--- src/rtl/dadda_8_if.sv ---
// rtl/dadda_8_if.sv - operand/product bus for the dadda_8 multiplier
interface dadda_8_if;
    logic [7:0]  A;
    logic [7:0]  B;
    logic        valid_in;
    logic [15:0] y;
    logic        valid_out;

    modport master (
        output A,
        output B,
        output valid_in,
        input  y,
        input  valid_out
    );

    modport slave (
        input  A,
        input  B,
        input  valid_in,
        output y,
        output valid_out
    );
endinterface

--- src/rtl/dadda_8.sv ---
// rtl/dadda_8.sv - 8x8 unsigned Dadda-tree multiplier with registered product
// Optional input register stage (latency 2 instead of 1): define DADDA_8_INPUT_REG_EN.
module dadda_8 (
    input  logic     clk,
    input  logic     rst_n,
    dadda_8_if.slave bus
);

    // Builds the 64 partial products, then reduces columns through heights
    // 6, 4, 3, 2. Each column adds the fewest full/half adders needed to reach
    // the stage target, counting carries already pushed in from the column below.
    // All loop bounds and heights are data-independent, so the loops unroll into
    // a fixed adder netlist. Returns {row1, row0} for the final carry-propagate add.
    function automatic logic [29:0] dadda_rows(input logic [7:0] a, input logic [7:0] b);
        logic [15:0] cur [16];
        logic [15:0] nxt [16];
        int          h   [16];
        int          nh  [16];
        int          dt  [4];
        logic [14:0] r0;
        logic [14:0] r1;
        dt = '{6, 4, 3, 2};
        for (int c = 0; c < 16; c++) begin
            cur[c] = '0;
            nxt[c] = '0;
            h[c]   = 0;
            nh[c]  = 0;
        end
        for (int i = 0; i < 8; i++) begin
            for (int j = 0; j < 8; j++) begin
                int c;
                int p;
                c = i + j;
                p = h[c[3:0]];
                cur[c[3:0]][p[3:0]] = a[i[2:0]] & b[j[2:0]];
                h[c[3:0]] = p + 1;
            end
        end
        for (int s = 0; s < 4; s++) begin
            for (int c = 0; c < 16; c++) begin
                nxt[c] = '0;
                nh[c]  = 0;
            end
            for (int c = 0; c < 16; c++) begin
                int idx;
                int rem;
                int cn;
                idx = 0;
                rem = h[c[3:0]];
                cn  = (c < 15) ? c + 1 : 15;
                for (int k = 0; k < 4; k++) begin
                    int   tot;
                    int   o;
                    int   i1;
                    int   i2;
                    logic x0;
                    logic x1;
                    logic x2;
                    logic half;
                    tot = rem + nh[c[3:0]];
                    if (tot > dt[s[1:0]]) begin
                        // one excess bit needs only a half adder; more needs a full adder
                        half = (tot - dt[s[1:0]] == 1);
                        i1   = idx + 1;
                        i2   = idx + 2;
                        x0   = cur[c[3:0]][idx[3:0]];
                        x1   = cur[c[3:0]][i1[3:0]];
                        x2   = half ? 1'b0 : cur[c[3:0]][i2[3:0]];
                        o    = nh[c[3:0]];
                        nxt[c[3:0]][o[3:0]] = x0 ^ x1 ^ x2;
                        nh[c[3:0]] = o + 1;
                        if (c < 15) begin
                            o = nh[cn[3:0]];
                            nxt[cn[3:0]][o[3:0]] = (x0 & x1) | (x0 & x2) | (x1 & x2);
                            nh[cn[3:0]] = o + 1;
                        end
                        idx = half ? idx + 2 : idx + 3;
                        rem = half ? rem - 2 : rem - 3;
                    end
                end
                // untouched bits pass straight through to the next stage
                for (int k = 0; k < 16; k++) begin
                    int o;
                    int t;
                    if (k < rem) begin
                        t = idx + k;
                        o = nh[c[3:0]];
                        nxt[c[3:0]][o[3:0]] = cur[c[3:0]][t[3:0]];
                        nh[c[3:0]] = o + 1;
                    end
                end
            end
            for (int c = 0; c < 16; c++) begin
                cur[c] = nxt[c];
                h[c]   = nh[c];
            end
        end
        for (int c = 0; c < 15; c++) begin
            r0[c] = cur[c][0];
            r1[c] = cur[c][1];
        end
        return {r1, r0};
    endfunction

    logic [7:0]  mul_a;
    logic [7:0]  mul_b;
    logic        mul_v;
    logic [14:0] row0;
    logic [14:0] row1;
    logic [15:0] prod;
    logic [15:0] y_d;
    logic [15:0] y_q;
    logic        valid_out_d;
    logic        valid_out_q;

`ifdef DADDA_8_INPUT_REG_EN
    logic [7:0] a_d;
    logic [7:0] a_q;
    logic [7:0] b_d;
    logic [7:0] b_q;
    logic       vin_d;
    logic       vin_q;

    // input stage captures every cycle; the registered valid drives the output hold rule
    always_comb begin
        a_d   = bus.A;
        b_d   = bus.B;
        vin_d = bus.valid_in;
    end

    // input registers, cleared by reset so nothing in flight survives it
    always_ff @(posedge clk or negedge rst_n) begin
        if (!rst_n) begin
            a_q   <= '0;
            b_q   <= '0;
            vin_q <= 1'b0;
        end else begin
            a_q   <= a_d;
            b_q   <= b_d;
            vin_q <= vin_d;
        end
    end

    assign mul_a = a_q;
    assign mul_b = b_q;
    assign mul_v = vin_q;
`else
    assign mul_a = bus.A;
    assign mul_b = bus.B;
    assign mul_v = bus.valid_in;
`endif

    // partial products and Dadda reduction down to two rows
    always_comb begin
        {row1, row0} = dadda_rows(mul_a, mul_b);
    end

    // ripple-carry final adder; its carry-out is product bit 15
    always_comb begin
        logic carry;
        carry = 1'b0;
        prod  = '0;
        for (int i = 0; i < 15; i++) begin
            prod[i] = row0[i] ^ row1[i] ^ carry;
            carry   = (row0[i] & row1[i]) | (carry & (row0[i] ^ row1[i]));
        end
        prod[15] = carry;
    end

    // load a new product on an accepted pair, otherwise hold; valid pulses per pair
    always_comb begin
        y_d         = mul_v ? prod : y_q;
        valid_out_d = mul_v;
    end

    // output registers
    always_ff @(posedge clk or negedge rst_n) begin
        if (!rst_n) begin
            y_q         <= '0;
            valid_out_q <= 1'b0;
        end else begin
            y_q         <= y_d;
            valid_out_q <= valid_out_d;
        end
    end

    assign bus.y         = y_q;
    assign bus.valid_out = valid_out_q;

endmodule

--- src/flat_wrapper.sv ---
// flat-port wrapper written by rule: the top's interface ports become plain ports
module dadda_8_flat 
  (clk, rst_n, bus_A, bus_B, bus_valid_in, bus_y, bus_valid_out);
  dadda_8_if bus_i ();
  input  logic clk;
  input  logic rst_n;
  input wire logic [$bits(bus_i.A)-1:0] bus_A;
  input wire logic [$bits(bus_i.B)-1:0] bus_B;
  input wire logic [$bits(bus_i.valid_in)-1:0] bus_valid_in;
  output wire logic [$bits(bus_i.y)-1:0] bus_y;
  output wire logic [$bits(bus_i.valid_out)-1:0] bus_valid_out;
  assign bus_i.A = bus_A;
  assign bus_i.B = bus_B;
  assign bus_i.valid_in = bus_valid_in;
  assign bus_y = bus_i.y;
  assign bus_valid_out = bus_i.valid_out;
  dadda_8 u_core (.clk(clk), .rst_n(rst_n), .bus(bus_i));
endmodule
--- config.mk ---
export PLATFORM = sky130hd
export DESIGN_NAME = dadda_8_flat
export DESIGN_NICKNAME = d
export VERILOG_FILES = /design/src/rtl/dadda_8_if.sv /design/src/rtl/dadda_8.sv /design/src/flat_wrapper.sv
export SDC_FILE = /design/constraint.sdc
export NUM_CORES = 1
export LEC_CHECK = 0
export ABC_AREA = 1
export CAP_MARGIN = 10
export CELL_PAD_IN_SITES_DETAIL_PLACEMENT = 1
export CELL_PAD_IN_SITES_GLOBAL_PLACEMENT = 1
export CORE_MARGIN = 2
export CORE_UTILIZATION = 37
export DETAILED_ROUTE_END_ITERATION = 7
export GPL_TIMING_DRIVEN = 0
export PLACE_DENSITY_LB_ADDON = 0.25
export SYNTH_ARGS = -nofsm -noshare
export SYNTH_HDL_FRONTEND = slang
export SYNTH_SLANG_ARGS = --single-unit
export TNS_END_PERCENT = 100
--- constraint.sdc ---
create_clock -name clk -period 0.8 [get_ports clk]
set_clock_uncertainty 0.1 [all_clocks]
set_input_delay 0.2 -clock clk [delete_from_list [all_inputs] [get_ports clk]]
set_output_delay 0.2 -clock clk [all_outputs]
set_load 0.01 [all_outputs]
==> impl_metrics.py, run 1 <==
metrics = {
    "sta": {
        "min_period_ns": 5.81,
        "fin_tns_setup_ns": -46.65,
        "period_share": 7.27,
        "relSlewSlack": 0.708,
        "worst_slew_pin_slew_ns": 0.437,
        "drv_slew": 0,
        "finalHoldViolCount": 17,
        "rsz0062_at_grt": "yes",
        "setup_ws_ns": -5.01,
        "whs_ns": -0.233,
        "fmax_ghz": 0.172,
        "setup_viol": 32,
    },
    "floorplanning": {
        "initial_utilization": 0.382,
        "core_um2": 6310,
        "die_x_um": 84.7,
        "dieHeight_um": 84.7,
        "die_area_um2": 7180,
        "num_rows": 29,
        "io_pins": 36,
    },
    "pwr": {
        "internal-power_w": 0.00322,
        "netSwitchingFraction": 0.429,
        "ir_drop_v": 0.00128,
        "pwr-share-clk": 0.117,
        "power.switching_w": 0.00242,
        "powerDensity_nw_per_um2": 1860,
        "power.total_w": 0.00565,
        "p_leak_nw": 1.82,
        "seqPwrFrac": 0.236,
        "p_comb_frac": 0.648,
    },
    "drt": {
        "drc": 0,
        "highest_layer": "met4",
        "wirelength_um": 5550,
        "met1_length_um": 2200,
        "routed-wl-met3_um": 157,
        "wl_met2_um": 3170,
        "routedWlPerCell_um": 13.3,
        "vias_per_cell": 4.51,
        "num_vias": 1884,
        "dr.first_iter.drc_count": 23,
        "ant_nets": 0,
        "drt_first_pass_iters": 4,
    },
    "finish": {
        "diodes": 0,
        "area_delta_synth_final_pct": 25.6,
        "final_util": 0.480,
        "ff_latch_area_um2": 425,
        "n_fill_cell": 777,
        "final_net_count": 417,
        "multiInputGateArea_um2": 1640,
        "layout-drive-gt1-share": 0.331,
    },
    "clock_network": {
        "cts_root_buf": "clkbuf_8",
        "clock_latency_ns": 0.25,
        "clock_sinks": 17,
        "cts_max_level": 1,
        "cts_buffer_depth": 2,
        "cts_tree": "done",
        "cts_buffers": 3,
        "path_clk_slew_ns": 0.07,
        "cts_hold_buf": 0,
    },
    "grt": {
        "grt_max_degree": 18,
        "grt_usage": 0.176,
        "grt_pass1_vias": 2222,
        "antenna_found_initial": 0,
        "overflow": 0,
        "grt_pass1_wl_um": 9960,
    },
    "synthesis": {
        "synth_top_cell_area_share": 0.398,
        "synth-edff-count": 0,
        "synthesis.area_um2": 2410,
        "synth-main-ff-cell": "dfrtp_1",
        "ys_top_cells_by_count": "nand2_1, inv_1, fa_1",
        "ys_seq_elements": 17,
        "syn_nets": 377,
        "yosysWarnings": 0,
        "synth_top_area_cell": "fa_1",
        "ys_top_cells_by_area": "fa_1, dfrtp_1, nand2_1",
        "ys_seq_area_frac": 0.176,
        "synth_most_common_cell": "nand2_1",
        "async_flop_share": 1.00,
        "yosysUniqueCellTypes": 11,
        "avgSynthCellArea_um2": 7.99,
        "syn_inst": 302,
    },
    "setup_path": {
        "worstPathCellList": "buf_12 -> nand2_4 -> inv_2 -> ha_4 -> inv_2 -> fa_1 -> fa_1 -> inv_2 -> fa_2 -> fa_2 -> fa_2 -> fa_2 -> fa_2 -> fa_2 -> fa_2 -> fa_2 -> fa_2 -> fa_2 -> inv_2 -> fa_2 -> inv_2 -> nand2_2 -> nand2_1",
        "max_stage_delay_ns": 0.54,
        "cp_slowest_cell": "fa_1",
        "crit_path_end_kind": "flip-flop",
        "critPathArrivalTime_ns": 5.91,
        "cpMostUsedCell": "fa_2",
        "required_ns": 0.90,
        "crit_fanout": 6,
        "crit_path_start_kind": "input pin",
        "path_class": "in2reg",
    },
    "place": {
        "numPortBuffers": 19,
        "hpwl_um": 4560,
        "gp_congestion": 0.773,
    },
    "status": {
        "status": "finished, violations left",
        "failed_checks": "hold timing, setup timing",
    },
    "job": {
        "cap_violations": 0,
    },
    "hold_path": {
        "hp-class": "in2async",
    },
}
[through the flow]
stage | area, µm² | instances | hold WS [ns] | setup WS, ns
after floorplan | 2510 | 302 | -0.196 | -5.10
after global placement | 2800 | 398 | 0.356 | -5.27
after detailed placement | 2800 | 398 | 0.361 | -5.40
after CTS | 2910 | 412 | 0.0585 | -5.06
after global routing | 3030 | 418 | -0.212 | -5.16
final | 3030 | 418 | -0.233 | -5.01
[power by group through the flow]
stage          Clock [W]  Sequential [W]  Combinational, W
2_1_floorplan          0         0.00150           0.00204
3_3_place_gp           0         0.00137           0.00328
3_5_place_dp           0         0.00136           0.00353
4_1_cts         0.000682         0.00132           0.00355
5_1_grt         0.000725         0.00137           0.00428
6_report        0.000658         0.00133           0.00366
[registers in the layout, summed over array words and instances (netlist names)]
| register | cells |
|---|---|
| u_core.bus.y | 16 |
| u_core.bus.valid_out | 1 |
[final cells by class]
type / count / share of cell area
Inverter: 99 / 0.126
Clock inverter: 1 / 0.00165
Timing Repair Buffer: 36 / 0.0797
Tap cell: 77 / 0.0318
Clock buffer: 3 / 0.0136
Multi-Input combinational cell: 167 / 0.541
Sequential cell: 17 / 0.140
Buffer: 18 / 0.0657
[critical path, delay by kind of cell]
kind	cells	cell delay (ns)
adder cells (fa/ha/maj)	14	5.22
buffers and inverters	6	0.33
AND/OR/NAND/NOR	3	0.13
[placed cells by master (no fill, tap or decap)]
cell	count
dfrtp_1	17
nand3_1	1
inv_8	1
ha_1	3
buf_12	4
nand2_4	3
clkbuf_8	4
clkinv_2	1
buf_4	17
inv_1	81
buf_2	22
nand2_2	18
inv_4	1
buf_8	1
fa_1	36
nand2_1	89
ha_4	5
inv_2	16
clkbuf_2	1
buf_6	7
clkdlybuf4s15_1	1
fa_2	12
[timing repair]
item / 4_1_cts / 5_1_grt
gates cloned: 0 / 0
buffers inserted: 11 / 6
hold endpoints to repair: 0 / 17
endpoints found under the setup margin: 50 / 50
pin swaps: 5 / 12
resized for setup: 95 / 27
[routing by layer]
metal | global-route usage | vias to the layer above
li1 | - | 876
met1 | 0.209 | 974
met2 | 0.343 | 30
met3 | 0.0285 | 4
met4 | 0.0173 | 0
met5 | 0 | -
[kinds of logic (layout without fill, tap and decap cells)]
family	Yosys count	after routing	synth area share
and+or+nand+nor	111	111	0.178
DFF	17	17	0.176
adders and majority gates	56	56	0.440
buffers and inverters	118	157	0.205
[path summary, 6_finish.rpt]
check | from | depth (start not counted) | to | slack (ns)
setup / recovery | bus_A[1] | 23 | u_core.bus.y[14]$_DFFE_PN0P_ | -5.01
hold / removal | rst_n | 1 | u_core.bus.y[4]$_DFFE_PN0P_ | -0.23
setup reg to reg | u_core.bus.y[8]$_DFFE_PN0P_ | 3 | u_core.bus.y[8]$_DFFE_PN0P_ | -0.03
hold reg to reg | u_core.bus.y[15]$_DFFE_PN0P_ | 2 | u_core.bus.y[15]$_DFFE_PN0P_ | 0.37
max in group asynchronous | rst_n | 1 | u_core.bus.y[12]$_DFFE_PN0P_ | 0.52
min in group clk | bus_valid_in | 1 | u_core.bus.valid_out$_DFF_PN0_ | 0.08
Power figures use the tool's default switching activity.
==> run 2, diff against run 1 <==
--- a/config.mk
+++ b/config.mk
@@ -13,7 +13,7 @@
 export CORE_UTILIZATION = 37
 export DETAILED_ROUTE_END_ITERATION = 7
 export GPL_TIMING_DRIVEN = 0
-export PLACE_DENSITY_LB_ADDON = 0.25
+export PLACE_DENSITY = 0.83
 export SYNTH_ARGS = -nofsm -noshare
 export SYNTH_HDL_FRONTEND = slang
 export SYNTH_SLANG_ARGS = --single-unit
==> impl_metrics.py, run 2 (synthesis results as in run 1) <==
metrics = {
    "setup_path": {
        "max_stage_delay_ns": 0.51,
        "crit_family": "adder cells",
        "crit_buf_inv": 6,
        "worstPathCellList": "buf_12 -> nand2_4 -> inv_2 -> ha_4 -> inv_2 -> fa_1 -> fa_1 -> inv_2 -> fa_2 -> fa_2 -> fa_2 -> fa_2 -> fa_2 -> fa_2 -> fa_2 -> fa_2 -> fa_2 -> fa_2 -> inv_2 -> fa_2 -> inv_2 -> nand2_2 -> nand2_1",
        "crit_path_end_kind": "flip-flop",
        "crit_fanout": 5,
        "cp_slowest_cell": "fa_1",
        "critPathArrivalTime_ns": 5.85,
        "cpMostUsedCell": "fa_2",
        "required_ns": 0.89,
        "crit_path_start_kind": "input pin",
        "path_class": "in2reg",
    },
    "place": {
        "numPortBuffers": 19,
        "hpwl_um": 4720,
        "gp_congestion": 0.763,
    },
    "drt": {
        "num_vias": 1895,
        "routedWlPerCell_um": 14.2,
        "wirelength_um": 5990,
        "ant_nets": 0,
        "vias_per_cell": 4.50,
        "drc": 0,
        "dr.first_iter.drc_count": 46,
        "drt_first_pass_iters": 4,
    },
    "clock_network": {
        "clock_sinks": 17,
        "cts_buffers": 3,
        "path_clk_slew_ns": 0.07,
        "clock_latency_ns": 0.25,
        "cts_tree": "done",
        "cts_buffer_depth": 2,
        "cts_root_buf": "clkbuf_8",
        "cts_hold_buf": 0,
        "cts_max_level": 1,
    },
    "status": {
        "status": "finished, violations left",
        "failed_checks": "hold timing, setup timing",
    },
    "pwr": {
        "ir_drop_v": 0.00149,
        "powerDensity_nw_per_um2": 1910,
        "p_leak_nw": 1.84,
    },
    "grt": {
        "grt_usage": 0.179,
        "overflow": 0,
        "grt_max_degree": 18,
        "grt_pass1_vias": 2254,
        "antenna_found_initial": 0,
        "grt_pass1_wl_um": 10100,
    },
    "sta": {
        "min_period_ns": 5.76,
        "fin_tns_setup_ns": -45.90,
        "whs_ns": -0.229,
        "fmax_ghz": 0.174,
        "setup_ws_ns": -4.96,
        "setup_viol": 32,
        "relSlewSlack": 0.709,
        "drv_slew": 0,
        "rsz0062_at_grt": "yes",
        "worst_slew_pin_slew_ns": 0.436,
        "finalHoldViolCount": 17,
        "period_share": 7.20,
    },
    "floorplanning": {
        "num_rows": 29,
        "core_um2": 6310,
        "initial_utilization": 0.382,
        "die_x_um": 84.7,
        "die_area_um2": 7180,
        "dieHeight_um": 84.7,
        "io_pins": 36,
    },
    "job": {
        "cap_violations": 0,
    },
    "hold_path": {
        "hp-class": "in2async",
    },
    "finish": {
        "n_fill_cell": 779,
        "final_util": 0.483,
        "area_delta_synth_final_pct": 26.5,
        "largest_reg_flops": 16,
        "layout-drive-gt1-share": 0.337,
        "layout.cells.most_common_list": "nand2_1, inv_1, fa_1, buf_2",
        "layout_commonest_cell": "nand2_1",
        "diodes": 0,
        "final_net_count": 420,
    },
}
## run 2: changes by cell type in the layout (fill, tap and decap cells not counted)
| cell | change |
|---|---|
| ha_4 | -1 |
| nand2_1 | +1 |
| inv_4 | -1 |
| nand2_2 | -1 |
| buf_2 | -1 |
| inv_2 | +3 |
| buf_6 | +1 |
| inv_1 | -2 |
| clkdlybuf4s15_1 | -1 |
| buf_12 | +1 |
| dlygate4sd2_1 | +1 |
| buf_4 | +2 |
| ha_1 | +1 |
## run 2: path summary, 6_finish.rpt
| path | start | to | cells past startpoint | slack (ns) |
|---|---|---|---|---|
| min in group clk | bus_valid_in | u_core.bus.valid_out$_DFF_PN0_ | 1 | 0.11 |
| worst max register to register | u_core.bus.y[10]$_DFFE_PN0P_ | u_core.bus.y[10]$_DFFE_PN0P_ | 3 | -0.10 |
| worst max-delay path | bus_B[3] | u_core.bus.y[14]$_DFFE_PN0P_ | 23 | -4.96 |
| worst min-delay path | rst_n | u_core.bus.y[1]$_DFFE_PN0P_ | 1 | -0.23 |
| worst min register to register | u_core.bus.y[12]$_DFFE_PN0P_ | u_core.bus.y[12]$_DFFE_PN0P_ | 2 | 0.39 |
| max in group asynchronous | rst_n | u_core.bus.y[12]$_DFFE_PN0P_ | 1 | 0.52 |
## run 2: metrics by stage
step | cells | power, W | worst slack [ns] | area [µm²]
after floorplan | 302 | 0.00353 | -5.10 | 2510
after global placement | 398 | 0.00462 | -5.26 | 2800
after detailed placement | 398 | 0.00489 | -5.36 | 2800
after CTS | 412 | 0.00554 | -5.05 | 2910
after global routing | 421 | 0.00650 | -5.11 | 3050
final | 421 | 0.00583 | -4.96 | 3050
## run 2: where the power goes
group	switching (W)	internal, W
Combinational	0.00203	0.00181
Clock	0.000295	0.000346
Sequential	0.000172	0.00117
## run 2: layout make-up
class	instances	area (µm²)	share of cell area
flip-flops and latches	17	425	0.139
clock inverters	1	5.00	0.00164
plain buffers	19	225	0.0738
inverters	99	379	0.124
well taps	77	96.3	0.0316
clock buffers	3	41.3	0.0135
repair buffers	38	255	0.0836
multi-input cells	167	1620	0.532
## run 2: what timing repair did
action | in CTS | in global routing
setup endpoints to repair | 50 | 50
hold endpoints to repair | 0 | 17
resized for setup | 93 | 34
pin swaps | 7 | 12
gates cloned | 0 | 0
buffers inserted | 10 | 9
## run 2: per-layer routing
layer  vias up  global-route usage  part of all wire
met1       969               0.192              0.38
met3         8              0.0236             0.031
met5         -                   0                 0
li1        883                   -                 -
met4         0              0.0202             0.015
met2        35               0.374              0.58
==> run 3, diff against run 2 <==
--- a/config.mk
+++ b/config.mk
@@ -7,13 +7,11 @@
 export LEC_CHECK = 0
 export ABC_AREA = 1
 export CAP_MARGIN = 10
-export CELL_PAD_IN_SITES_DETAIL_PLACEMENT = 1
-export CELL_PAD_IN_SITES_GLOBAL_PLACEMENT = 1
 export CORE_MARGIN = 2
-export CORE_UTILIZATION = 37
+export CORE_UTILIZATION = 40
 export DETAILED_ROUTE_END_ITERATION = 7
 export GPL_TIMING_DRIVEN = 0
-export PLACE_DENSITY = 0.83
+export PLACE_DENSITY = 0.7
 export SYNTH_ARGS = -nofsm -noshare
 export SYNTH_HDL_FRONTEND = slang
 export SYNTH_SLANG_ARGS = --single-unit
==> impl_metrics.py, run 3 (synthesis results as in run 1) <==
metrics = {
    "status": {
        "status": "finished, violations left",
        "failed_checks": "hold timing, setup timing",
    },
    "floorplanning": {
        "num_rows": 28,
        "dieHeight_um": 81.7,
        "io_pins": 36,
        "die_area_um2": 6670,
        "die_x_um": 81.7,
        "initial_utilization": 0.410,
        "core_um2": 5890,
    },
    "pwr": {
        "seqPwrFrac": 0.232,
        "power.switching_w": 0.00239,
        "ir_drop_v": 0.00138,
        "netSwitchingFraction": 0.415,
        "internal-power_w": 0.00337,
        "p_comb_frac": 0.652,
        "pwr-share-clk": 0.115,
        "power.total_w": 0.00576,
        "powerDensity_nw_per_um2": 1830,
        "p_leak_nw": 1.89,
    },
    "setup_path": {
        "path_class": "in2reg",
        "crit_path_start_kind": "input pin",
        "required_ns": 0.90,
        "worstPathCellList": "buf_12 -> nand2_4 -> inv_2 -> ha_4 -> inv_2 -> fa_1 -> fa_1 -> inv_1 -> fa_2 -> fa_2 -> fa_2 -> fa_2 -> fa_2 -> fa_2 -> fa_2 -> fa_2 -> fa_2 -> fa_2 -> inv_2 -> fa_2 -> inv_2 -> nand2_1 -> nand2_1",
        "crit_buf_inv": 6,
        "crit_fanout": 7,
        "critPathArrivalTime_ns": 5.80,
        "cp_slowest_cell": "fa_1",
        "max_stage_delay_ns": 0.52,
        "cpMostUsedCell": "fa_2",
        "crit_family": "adder cells",
        "crit_path_end_kind": "flip-flop",
    },
    "place": {
        "gp_congestion": 0.796,
        "placed_cells": 396,
        "dpl_cell_area_um2": 2800,
        "numPortBuffers": 19,
        "hpwl_um": 3780,
    },
    "finish": {
        "layout_commonest_cell": "nand2_1",
        "n_fill_cell": 553,
        "diodes": 0,
        "layout.cells.most_common_list": "nand2_1, inv_1, fa_1, nand2_2, buf_4",
        "final_cell_area_um2": 3150,
        "final_cells": 423,
        "area_delta_synth_final_pct": 30.6,
        "final_net_count": 424,
        "largest_reg_flops": 16,
        "layout-drive-gt1-share": 0.348,
    },
    "sta": {
        "whs_ns": -0.235,
        "drv_slew": 0,
        "period_share": 7.13,
        "finalHoldViolCount": 17,
        "relSlewSlack": 0.712,
        "fmax_ghz": 0.175,
        "min_period_ns": 5.70,
        "worst_slew_pin_slew_ns": 0.432,
        "fin_tns_setup_ns": -45.82,
        "setup_viol": 33,
        "rsz0062_at_grt": "yes",
        "setup_ws_ns": -4.90,
    },
    "drt": {
        "ant_nets": 0,
        "vias_per_cell": 4.46,
        "wirelength_um": 4850,
        "num_vias": 1885,
        "drc": 0,
        "drt_first_pass_iters": 4,
        "dr.first_iter.drc_count": 83,
        "routedWlPerCell_um": 11.5,
    },
    "clock_network": {
        "clock_latency_ns": 0.26,
        "cts_tree": "done",
        "clock_sinks": 17,
        "cts_buffers": 3,
        "cts_hold_buf": 0,
        "cts_max_level": 1,
        "cts_root_buf": "clkbuf_8",
        "cts_buffer_depth": 2,
        "path_clk_slew_ns": 0.07,
    },
    "grt": {
        "grt_pass1_vias": 1984,
        "grt_max_degree": 18,
        "overflow": 0,
        "grt_usage": 0.163,
        "antenna_found_initial": 0,
        "grt_pass1_wl_um": 8420,
    },
    "hold_path": {
        "hp-class": "in2async",
    },
    "job": {
        "cap_violations": 0,
    },
}
-- run 3: layout make-up --
| type | instances | area [µm²] | area share |
|---|---|---|---|
| plain buffers | 19 | 239 | 0.0759 |
| well taps | 75 | 93.8 | 0.0298 |
| flip-flops and latches | 17 | 425 | 0.135 |
| multi-input cells | 167 | 1660 | 0.526 |
| clock inverters | 1 | 5.00 | 0.00159 |
| repair buffers | 42 | 308 | 0.0977 |
| clock buffers | 3 | 41.3 | 0.0131 |
| inverters | 99 | 382 | 0.121 |
-- run 3: power by group through the flow --
| stage | clock network [W] | logic (W) | registers, W |
|---|---|---|---|
| after floorplan | 0 | 0.00204 | 0.00150 |
| after global routing | 0.000706 | 0.00442 | 0.00136 |
| final | 0.000663 | 0.00376 | 0.00134 |
| after global placement | 0 | 0.00321 | 0.00137 |
| after detailed placement | 0 | 0.00332 | 0.00137 |
| after CTS | 0.000663 | 0.00345 | 0.00132 |
-- run 3: worst reg2reg max path, cell delays in order, from the launching register on --
cell and delay, ns:
dfrtp_1 0.41, buf_6 0.13, buf_6 0.10, nand2_4 0.05
nand2_2 0.04
-- run 3: path summary, 6_finish.rpt --
kind / startpoint / endpoint / slack [ns] / cells after the start
setup / recovery: bus_A[1] / u_core.bus.y[14]$_DFFE_PN0P_ / -4.90 / 23
hold / removal: rst_n / u_core.bus.y[1]$_DFFE_PN0P_ / -0.23 / 1
setup reg to reg: u_core.bus.y[1]$_DFFE_PN0P_ / u_core.bus.y[1]$_DFFE_PN0P_ / -0.13 / 4
hold reg to reg: u_core.bus.y[4]$_DFFE_PN0P_ / u_core.bus.y[4]$_DFFE_PN0P_ / 0.38 / 2
max in group asynchronous: rst_n / u_core.bus.y[11]$_DFFE_PN0P_ / 0.53 / 1
min in group clk: bus_B[0] / u_core.bus.y[0]$_DFFE_PN0P_ / 0.10 / 3
-- run 3: stage by stage --
step / setup WS (ns) / util
6_report: -4.90 / 0.535
3_5_place_dp: -5.31 / 0.476
5_1_grt: -5.07 / 0.535
4_1_cts: -4.96 / 0.508
2_1_floorplan: -5.10 / -
3_3_place_gp: -5.26 / 0.476
-- run 3: routing by layer --
metal	up-vias	GRT usage	wire length (µm)
met2	43	0.315	2630
met3	2	0.0242	204
met5	-	0	0
li1	893	-	-
met4	0	0.0150	14
met1	947	0.198	2000
-- run 3: repair_timing --
| action | 4_1_cts | 5_1_grt |
|---|---|---|
| gates resized for setup | 99 | 33 |
| endpoints found under the setup margin | 50 | 50 |
| pin swaps | 7 | 12 |
| hold endpoints to repair | 0 | 17 |
| setup buffers | 16 | 8 |
==> edit, RTL diff (config.mk and constraints of run 1) <==
Add a define of `DADDA_8_INPUT_REG_EN`.
--- a/src/rtl/dadda_8.sv
+++ b/src/rtl/dadda_8.sv
@@ -2,2 +2,4 @@
 // Optional input register stage (latency 2 instead of 1): define DADDA_8_INPUT_REG_EN.
+`define DADDA_8_INPUT_REG_EN
+
 module dadda_8 (
Behaviour: not the same (Yosys sat finds a counterexample within 4 cycles, from zero or initial values and one cycle with rst_n low).
==> edit against run 1 <==
The run still ends with hold timing, setup timing left; sequential cell count rose by 17; cell count rose by 14%; first-iteration DRC count rose by 65%; cell area rose by 19%; setup slack got worse by 0.51 ns; power rose by 37%; area after synthesis rose by 18%; combinational power fell by 3%; utilization rose by 1.3 points; count of clock-buffer cells in the layout rose by 2; maximum frequency fell by 8.0%; sequential share of layout area rose by 9.5 points; routed wire length rose by 6.8%; highest routed layer unchanged.
==> edit: results (changes against run 1) <==
Place
  – DPL Wire Length: 4560 um (about the same)
  – Placed Area: 3370 sq um (was 2800 sq um)
  – Dpl cells: 453 (was 398)
  – Post-place setup slack: -5.57 ns (was -5.40 ns)
  – Routability Congestion: 0.786 (was 0.773)
  – Port bufs: 35 (was 19)

Setup path
  – Startpoint Class: flop (was input pin)
  – Worst r2r src: u_core.a_q[1]$_DFF_PN0_ (was u_core.bus.y[8]$_DFFE_PN0P_)
  – Crit path DAT: 6.45 ns (was 5.91 ns)

STA
  – Setup TNS: -54.53 ns (was -46.65 ns)
  – Slew headroom: 50.2% (was 70.8%)
  – Setup violators final: 33 (was 32)
  – Final worst slack: -5.52 ns (was -5.01 ns)
  – Final hold vios: 34 (was 17)
  – Hold_ws: -0.137 ns (was -0.233 ns)

Pwr
  – Peak VDD IR: 0.959 mV (was 1.28 mV)
  – LEAKAGE: 0.00209 uW (was 0.00182 uW)

Synth
  – Syn nets: 394 (was 377)
  – Largest cells by area after synthesis: fa_1 34%, dfrtp_1 30%, nand2_1 14%, inv_1 13%, ha_1 3.5% (was fa_1 40%, dfrtp_1 18%, nand2_1 16%, inv_1 15%, ha_1 4.1%)
  – Post-Synth Adder-Cell Area: 37.3% (was 44.0%)
  – Gate Count Post-Synth: 319 (was 302)

Clocking
  – Post-CTS Setup Bufs: 10 (was 11)
  – Cts repair resizes: 76 (was 95)
  – Worst skew pair latency: 0.29 ns (was 0.25 ns)
  – Num CTS Buffers: 5 (was 3)

Route
  – DRT iter0 DRCs: 38 (was 23)
  – Routed WL: 5930 um (was 5550 um)
  – DR WL/cell: 12.5 um (was 13.3 um)

Status
  – Outcome: finished, violations left (unchanged)
  – Failing checks: hold timing, setup timing (unchanged)

Global routing
  – Vias in the first global route: 2267 (was 2222)
  – First-pass GRT wire length: 10700 um (was 9960 um)
  – Total Routing Usage GR: 16.2% (was 17.6%)

Cells and area
  – Layout cells sized above 1: 26.1% (was 33.1%)
edit: layout make-up:
type	instances	area (sq um)
multi-input cells	167	1580
plain buffers	19	163
fillers	861	3720
repair buffers	49	379
clock buffers	5	68.8
well taps	99	124
clock inverters	3	68.8
flip-flops and latches	34	851
inverters	99	377
edit: logic make-up after synthesis:
logic type | Yosys count
DFF | 34
buffers and inverters | 118
adders and majority gates | 56
and+or+nand+nor | 111
edit: path summary, 6_finish.rpt:
kind,end,cells past startpoint
hold / removal,u_core.a_q[1]$_DFF_PN0_,1
max in group asynchronous,u_core.bus.y[10]$_DFFE_PN0P_,1
setup / recovery,u_core.bus.y[14]$_DFFE_PN0P_,23
min in group clk,u_core.a_q[4]$_DFF_PN0_,1
hold reg to reg,u_core.bus.valid_out$_DFF_PN0_,0
setup reg to reg,u_core.bus.y[14]$_DFFE_PN0P_,23
edit: power by group:
group | internal, uW | leakage, uW | switching [uW] | total (uW)
sequential | 2070 | 0.000408 | 156 | 2230
combinational | 1670 | 0.00162 | 1870 | 3540
clock | 1250 | 0.0000683 | 696 | 1950
total | 4990 | 0.00209 | 2730 | 7710
edit: worst max-delay path: stages (launching register included):
cell,delay [ns]
dfrtp_1,0.39
buf_6,0.14
nand2_2,0.06
inv_2,0.04
ha_4,0.25
inv_2,0.04
fa_1,0.46
fa_1,0.53
inv_2,0.04
fa_2,0.36
fa_2,0.35
fa_2,0.36
fa_2,0.36
fa_2,0.36
fa_2,0.35
fa_2,0.35
fa_2,0.35
fa_2,0.34
fa_2,0.34
inv_2,0.07
fa_2,0.46
inv_2,0.07
nand2_2,0.03
nand2_1,0.05
edit: layer usage:
layer	track usage [%]	vias to the layer above	share of wire (%)
met2	28.6	31	50
met5	0	-	0
li1	-	962	-
met1	21.0	1011	46
met3	2.55	4	3.0
met4	3.79	0	0.91
